File: src/rtl/chrom_eval_initiator.sv
// Chromosome-evaluation initiator: it streams in a chromosome and runs the start/done/feedback handshake.
// It then reduces the returned error sums to one total and presents that total on a valid/ready port.
module chrom_eval_initiator #(
  parameter int SEG_COUNT      = 31,
  parameter int SEG_WIDTH      = 32,
  parameter int NUM_SUMS       = 8,
  parameter int SUM_WIDTH      = 32,
  parameter int TIMEOUT_CYCLES = 1048576
) (
  input  logic                            iClock,
  input  logic                            iReset,
  input  logic [SEG_WIDTH-1:0]            iSegData,
  input  logic                            iSegValid,
  output logic                            oSegReady,
  output logic [SEG_COUNT*SEG_WIDTH-1:0]  oConcatedChrom,
  output logic                            oStartProcessing,
  input  logic                            iReadyToProcess,
  input  logic                            iDoneProcessing,
  output logic                            oDoneProcessingFeedback,
  input  logic [NUM_SUMS*SUM_WIDTH-1:0]   iErrorSums,
  output logic [SUM_WIDTH+2:0]            oTotalError,
  output logic                            oResultValid,
  input  logic                            iResultReady,
  output logic                            oTimeout,
  output logic [2:0]                      oState
);

  typedef enum logic [2:0] {
    S_LOAD       = 3'd0,
    S_WAIT_READY = 3'd1,
    S_START      = 3'd2,
    S_FEEDBACK   = 3'd3,
    S_RELEASE    = 3'd4,
    S_SUM        = 3'd5,
    S_RESULT     = 3'd6
  } state_t;

  localparam int SEG_CNT_W = $clog2(SEG_COUNT);
  localparam int IDX_W     = (NUM_SUMS > 1) ? $clog2(NUM_SUMS) : 1;
  localparam int ACC_W     = SUM_WIDTH + 3;
  localparam int TMO_W     = $clog2(TIMEOUT_CYCLES) + 1;

  localparam logic [SEG_CNT_W-1:0] SEG_LAST = SEG_CNT_W'(SEG_COUNT - 1);
  localparam logic [IDX_W-1:0]     IDX_LAST = IDX_W'(NUM_SUMS - 1);
  localparam logic [TMO_W-1:0]     TMO_LAST = TMO_W'(TIMEOUT_CYCLES - 1);

  state_t                         r_state;
  logic [SEG_CNT_W-1:0]           r_seg_cnt;
  logic [SEG_COUNT*SEG_WIDTH-1:0] r_chrom;
  logic [SUM_WIDTH-1:0]           r_sums [NUM_SUMS];
  logic [IDX_W-1:0]               r_sum_idx;
  logic [ACC_W-1:0]               r_acc;
  logic [TMO_W-1:0]               r_tmo_cnt;
  logic                           r_timeout;
  logic                           w_tmo_hit;
  logic                           w_sum_latch;

  assign w_tmo_hit   = (r_tmo_cnt == TMO_LAST);
  assign w_sum_latch = (r_state == S_START) && iDoneProcessing;

  // Handshake outputs decode straight from the state register, so no input reaches an output combinationally.
  assign oSegReady               = (r_state == S_LOAD);
  assign oStartProcessing        = (r_state == S_START);
  assign oDoneProcessingFeedback = (r_state == S_FEEDBACK);
  assign oResultValid            = (r_state == S_RESULT);
  assign oConcatedChrom          = r_chrom;
  assign oTotalError             = r_acc;
  assign oTimeout                = r_timeout;
  assign oState                  = r_state;

  always_ff @(posedge iClock) begin
    if (w_sum_latch) begin
      for (int j = 0; j < NUM_SUMS; j++) begin
        r_sums[j] <= iErrorSums[j*SUM_WIDTH +: SUM_WIDTH];
      end
    end
  end

  always_ff @(posedge iClock or posedge iReset) begin
    if (iReset) begin
      r_state   <= S_LOAD;
      r_seg_cnt <= '0;
      r_chrom   <= '0;
      r_sum_idx <= '0;
      r_acc     <= '0;
      r_tmo_cnt <= '0;
      r_timeout <= 1'b0;
    end else begin
      // Outside the waiting states, and on every state change, the wait counter sits at zero.
      r_tmo_cnt <= '0;
      case (r_state)
        S_LOAD: begin
          if (iSegValid) begin
            r_chrom[r_seg_cnt*SEG_WIDTH +: SEG_WIDTH] <= iSegData;
            if (r_seg_cnt == '0) r_timeout <= 1'b0;
            if (r_seg_cnt == SEG_LAST) begin
              r_seg_cnt <= '0;
              r_state   <= S_WAIT_READY;
            end else begin
              r_seg_cnt <= r_seg_cnt + 1'b1;
            end
          end
        end
        S_WAIT_READY: begin
          if (iReadyToProcess) begin
            r_state <= S_START;
          end else if (w_tmo_hit) begin
            r_timeout <= 1'b1;
            r_seg_cnt <= '0;
            r_state   <= S_LOAD;
          end else begin
            r_tmo_cnt <= r_tmo_cnt + 1'b1;
          end
        end
        S_START: begin
          if (iDoneProcessing) begin
            r_state <= S_FEEDBACK;
          end else if (w_tmo_hit) begin
            r_timeout <= 1'b1;
            r_seg_cnt <= '0;
            r_state   <= S_LOAD;
          end else begin
            r_tmo_cnt <= r_tmo_cnt + 1'b1;
          end
        end
        S_FEEDBACK: begin
          if (!iDoneProcessing) begin
            r_state <= S_RELEASE;
          end else if (w_tmo_hit) begin
            r_timeout <= 1'b1;
            r_seg_cnt <= '0;
            r_state   <= S_LOAD;
          end else begin
            r_tmo_cnt <= r_tmo_cnt + 1'b1;
          end
        end
        S_RELEASE: begin
          r_acc     <= '0;
          r_sum_idx <= '0;
          r_state   <= S_SUM;
        end
        S_SUM: begin
          // The three guard bits absorb eight full-scale sums, so the total cannot wrap.
          r_acc     <= r_acc + ACC_W'(r_sums[r_sum_idx]);
          r_sum_idx <= r_sum_idx + 1'b1;
          if (r_sum_idx == IDX_LAST) r_state <= S_RESULT;
        end
        S_RESULT: begin
          if (iResultReady) r_state <= S_LOAD;
        end
        default: r_state <= S_LOAD;
      endcase
    end
  end

endmodule
File: config.mk
export PLATFORM = sky130hd
export DESIGN_NAME = chrom_eval_initiator
export DESIGN_NICKNAME = d
export VERILOG_FILES = /design/src/rtl/chrom_eval_initiator.sv
export SDC_FILE = /design/constraint.sdc
export NUM_CORES = 2
export LEC_CHECK = 0
export CAP_MARGIN = 20
export CORE_AREA = 2 2 523 525
export CTS_CLUSTER_SIZE = 14
export DETAILED_ROUTE_END_ITERATION = 6
export DIE_AREA = 0 0 525 527
export PLACE_DENSITY_LB_ADDON = 0.05
export SLEW_MARGIN = 20
export SYNTH_ARGS = -nofsm -noshare
export SYNTH_HDL_FRONTEND = slang
export SYNTH_SLANG_ARGS = --single-unit
File: constraint.sdc
create_clock -name iClock -period 53.1 [get_ports iClock]
set_input_delay 10.62 -clock iClock [delete_from_list [all_inputs] [get_ports iClock]]
set_output_delay 10.62 -clock iClock [all_outputs]
set_load 0.05 [all_outputs]
======== After elaboration in Yosys (flattened, before gate mapping) ========
Memory sizes are Yosys's and may differ from the RTL's.
Cells that the tools add are included.
storage, ports and cells
  register bits after elaboration ......... 1060
  RAM bits ................................ 256
  memories kept ........................... 1
memory list
  memory  words  width  rd ports  clocked after Yosys merged registers in  write ports  line  text
  r_sums  8      32     1         0                                        8            50    logic [SUM_WIDTH-1:0] r_sums [NUM_SUMS];
operators by class
  add/sub/neg operators ................... 5
  eq/ne operators ......................... 17
  shifts and indexed selects .............. 2
  mux-type cells .......................... 33
  reductions and logical operators ........ 9
operator list
  kind                         count
  $bwmux W992                  1
  $shift A32 B34 Y992 const A  1
  $shiftx A32 B34 Y992         1
  $mux W21                     4
  $pmux W35 S2                 1
  $pmux W21 S3                 1
  $add A35 B32 Y35             1
  $neg A10 Y34                 1
  $mux W5                      6
  $mux W3                      8
  $add A21 B1 Y21 const B      1
  $eq A21 B20 Y1 const B       1
  $pmux W3 S7                  1
  $pmux W5 S4                  1
  $eq A3 B3 Y1 const B         4
  $ne A2 B2 Y1 const B         5
  $mux W1                      8
  $eq A3 B2 Y1 const B         2
  $ne A2 B1 Y1 const B         3
  $pmux W3 S2                  1
  $reduce_and A6 Y1            1
  $add A5 B1 Y5 const B        1
  $eq A5 B5 Y1 const B         1
  $logic_not A5 Y1             1
  10 further kinds             10

======== Depth between registers and ports, before layout ========
  depth after elaboration ................. 4
  depth in mapped cells ................... 14

======== Worst setup path before layout ========
OpenSTA, ideal clock, no wires.
  kind .................................... input-to-reg
  start point ............................. input iDoneProcessing
  end point ............................... register r_state[1], in the netlist oState[1]
  arrival ................................. 17.244 ns
  slack ................................... 35.774 ns
  cell stages on the path ................. 4
  buffers on the path ..................... 0
  cell sequence ........................... and3_1 > o21bai_1 > a32oi_1 > o21ai_0
between the ends
  cells in the longest elaborated chain, start to end .. 2
  elaborated cells between the ends (all ways) .. 3
RTL lines
  element                            line      text
  from (decl)                        18        input logic iDoneProcessing,
  $mux W3, on equally long branches  127, 116
  $pmux W3 S7 (*)                    91        case (r_state)
  to (signal assigned)               98        r_state <= S_WAIT_READY;
  to (signal assigned)               128       r_state <= S_RELEASE;
  to (signal assigned)               132       r_state <= S_LOAD;
  to (decl)                          47        state_t r_state;
Mark *: on every way between the ends. The rest lies on a longest branch, timed or not.
A chain may end at the register's enable or synchronous reset.

==> impl_summary.log <==
INFO  metric clockBufferDepth = 4
INFO  metric max-slew-margin-rel = 28.8%
INFO  metric place_hpwl = 207 mm
INFO  metric detailroute.via_count = 40,600
INFO  metric grt_max_degree = 158
INFO  metric post_layout_nonfiller_instances = 9,618
INFO  metric drt.antenna.violating_nets = 0
INFO  metric cp-start-kind = input pin
INFO  metric post_synth.cell_area_avg = 11.2 um2
INFO  metric post_cts_hold_buffer_count = 0
INFO  metric synth_commonest_cells = sky130_fd_sc_hd__nand2_1, sky130_fd_sc_hd__dfrtp_1, sky130_fd_sc_hd__o21ai_0
INFO  metric max-cap-violations = 0
INFO  metric drt-wirelength-per-cell = 30.1 um
INFO  metric cts_setup_buffers = 0
INFO  metric status = completed
INFO  metric initial_antenna_violation_count = 61
INFO  metric worst_slack = 38.30 ns
INFO  metric finish.net_count = 6,216
INFO  metric total_neg_setup_slack = 0 ns
INFO  metric synth_area = 51,400 um2
INFO  metric timing.critical_path.required = 53.96 ns
INFO  metric floorplan_core_area = 272,000 um2
INFO  metric boundaryPins = 1,329
INFO  metric syn_to_final_growth = 44.6%
INFO  metric synth_top_area_cell = sky130_fd_sc_hd__dfrtp_1
INFO  metric clock_latency_at_the_later_pin_of_the_worst_skew_pair = 0.86 ns
INFO  metric yosysMostFrequentCell = sky130_fd_sc_hd__nand2_1
INFO  metric synth_largest_type_area_fraction = 51.6%
INFO  metric path_class_of_the_lowest_slack_min_delay_path = flip-flop to flip-flop
INFO  metric critical_path.reg2reg.startpoint = r_sum_idx[0]$_DFFE_PP0P_
INFO  metric drt_iter0_drc = 2,652
INFO  metric synth-seq-area-share = 66.6%
INFO  metric dieArea = 277,000 um2
INFO  metric cts.sink_count = 1,316
INFO  metric gr-usage-all-layers = 20.5%
INFO  metric drt_wl_total = 290 mm
INFO  metric syn-num-nets = 4,934
INFO  metric final_count_of_hold_timing_violations = 0
INFO  metric layout-drive-gt1-share = 9.49%
INFO  metric crit_fanout = 94
INFO  metric timing_worst_slew_pin_value = 1.06 ns
INFO  metric criticalPathCategory = input pin to async pin
INFO  metric worst_hold_path.num_cells = 1
INFO  metric final_min_period_over_clock_period = 27.9%
INFO  metric rsz_0062_raised_after_global_routing = no
INFO  metric inserted_clock_buffers = 178
INFO  metric capture_endpoint_of_the_worst_hold_path = r_tmo_cnt[0]$_DFF_PP0_
INFO  metric endpoint_kind = async pin
INFO  metric clock_tree.htree_level_count = 4
INFO  metric placed_cells = 9,291
INFO  metric clock-skew-final = 0.0546 ns
INFO  metric cts_tree = built
INFO  metric maxClockFrequency = 0.0676 GHz
INFO  metric grt_pass1_vias = 41,300
INFO  metric total_area_of_sequential_cells = 34,200 um2
INFO  metric fillers = 28,600
INFO  metric power.leakage = 29.4 nW
INFO  metric portBuffers = 1,328
INFO  metric number_of_cells_upsized_or_downsized_after_cts = 0
INFO  metric setup_viol = 0
INFO  metric die-width = 525 um
INFO  metric placement_rows = 192
INFO  metric synth_edf_count = 256
INFO  metric power_per_cell_area = 48.2 nW/um2
INFO  metric synthDistinctLibCells = 64
INFO  metric maximum_vdd_ir_drop = 0.0290 mV
INFO  metric synth_top_flop_cell = sky130_fd_sc_hd__dfrtp_1
INFO  metric chipHeight = 527 um
INFO  metric vias_per_cell = 4.22
INFO  metric post_synth_inst_count = 4,600
INFO  metric worstReg2RegEnd = oTotalError[32]$_DFFE_PP0P_
INFO  metric report.final.slew_viol_count = 0
INFO  metric synth-seq-cells = 1,316
INFO  metric wire_length_of_the_first_global_routing_pass = 389 mm
INFO  metric synth.top_cells.by_area = sky130_fd_sc_hd__dfrtp_1, sky130_fd_sc_hd__edfxtp_1, sky130_fd_sc_hd__nand2_1
INFO  metric routabilityCongestion = 0.766
INFO  metric grt-ovfl-total = 0
INFO  metric signal_arrival_time_at_the_worst_endpoint = 15.66 ns
INFO  metric clkSlewWorstSetupHoldPaths = 0.05 ns
INFO  metric route.detailed.drc = 0
INFO  metric asyncSetResetFlopFracSynth = 80.5%
INFO  metric worstRegToRegCells = 13
INFO  metric initial_cell_density_of_the_core = 18.9%
INFO  metric multi_input_comb_area = 16,000 um2
INFO  metric number_of_optimization_iterations_in_the_first_detailed_route_pass = 5
INFO  metric fin_crit = 14.80 ns
INFO  metric synth-warning-count = 0
INFO  metric regToRegSetupSlack = 47.59 ns
INFO  metric cts-root-buf = sky130_fd_sc_hd__clkbuf_16
INFO  metric post-place-ws = 37.19 ns
INFO  metric worst_hold_startpoint = r_tmo_cnt[0]$_DFF_PP0_
state kept, by name, summed over array words and instances, names as in the netlist:
name            count
oTotalError        35
oState              3
oConcatedChrom    992
r_sums            256
r_tmo_cnt          21
oTimeout            1
r_seg_cnt           5
r_sum_idx           3
per-stage QoR:
stage | util, % | hold slack (ns) | power (mW) | cell area, um2
global route | 27.3 | 0.494 | 3.77 | 74200
CTS | 27.3 | 0.466 | 3.67 | 74200
global placement | 25.3 | 0.451 | 2.45 | 68700
finish | 27.3 | 0.464 | 3.58 | 74300
floorplan | - | 0.433 | 1.89 | 51400
detailed placement | 25.3 | 0.459 | 2.46 | 68700
metal layers:
metal	global-route usage, %	wire length, um	share of wire (%)
met5	0	210	0.072
met4	4.65	7060	2.4
met3	8.01	27700	9.6
met2	35.1	142000	49
met1	23.9	113000	39
cell type report:
cell class              count  area share, %
repair buffers           1427           18.7
clock buffers             255           6.75
multi-input cells        2935           21.5
well taps                3589           6.05
flip-flops and latches   1316           46.1
diodes                     15         0.0505
inverters                  24          0.131
clock inverters            57          0.753
worst max-delay path: stages:
cell and delay, ns:
sky130_fd_sc_hd__clkdlybuf4s50_1 0.50, sky130_fd_sc_hd__inv_8 0.49, sky130_fd_sc_hd__buf_4 0.78, sky130_fd_sc_hd__buf_4 0.76, sky130_fd_sc_hd__buf_4 0.64, sky130_fd_sc_hd__buf_4 0.72, sky130_fd_sc_hd__buf_4 0.75
cell usage in the layout (no fill, tap or decap), drive strengths merged, types with 18 or more instances in the layout:
master / n
a21oi: 39
buf: 131
clkbuf: 255
clkdlybuf4s50: 1296
clkinv: 43
dfrtp: 1060
edfxtp: 256
ha: 39
inv: 26
mux2: 64
mux4: 64
nand2: 1342
nand3: 110
nor2: 65
nor3: 18
o21ai: 816
o31ai: 209
xnor2: 25
kinds of logic after synthesis:
family                     share of synthesized area, %
AOI/OAI and AO/OA                                  12.4
xor gates and xnor gates                          0.699
adders and majority gates                         0.989
buffers and inverters                              2.67
DFF                                                66.6
muxes                                              4.23
and+or+nand+nor                                    12.4
worst max path at each step:
stage,from,to,slack (ns),cells after the start
after floorplan,iReset,oConcatedChrom[0]$_DFFE_PP0P_,12.64,1
after global placement,iReset,oConcatedChrom[465]$_DFFE_PP0P_,37.20,7
after detailed placement,iReset,oConcatedChrom[461]$_DFFE_PP0P_,37.19,7
after CTS,iReset,oConcatedChrom[337]$_DFFE_PP0P_,38.11,7
after global routing,iReset,oConcatedChrom[459]$_DFFE_PP0P_,37.66,7
final,iReset,oConcatedChrom[459]$_DFFE_PP0P_,38.30,7
report_power, final:
group	internal, mW	leakage (nW)	switching (mW)
sequential	1.12	17.1	0.0556
combinational	0.331	9.62	0.890
clock	0.693	2.73	0.488
Power figures use the tool's default switching activity.
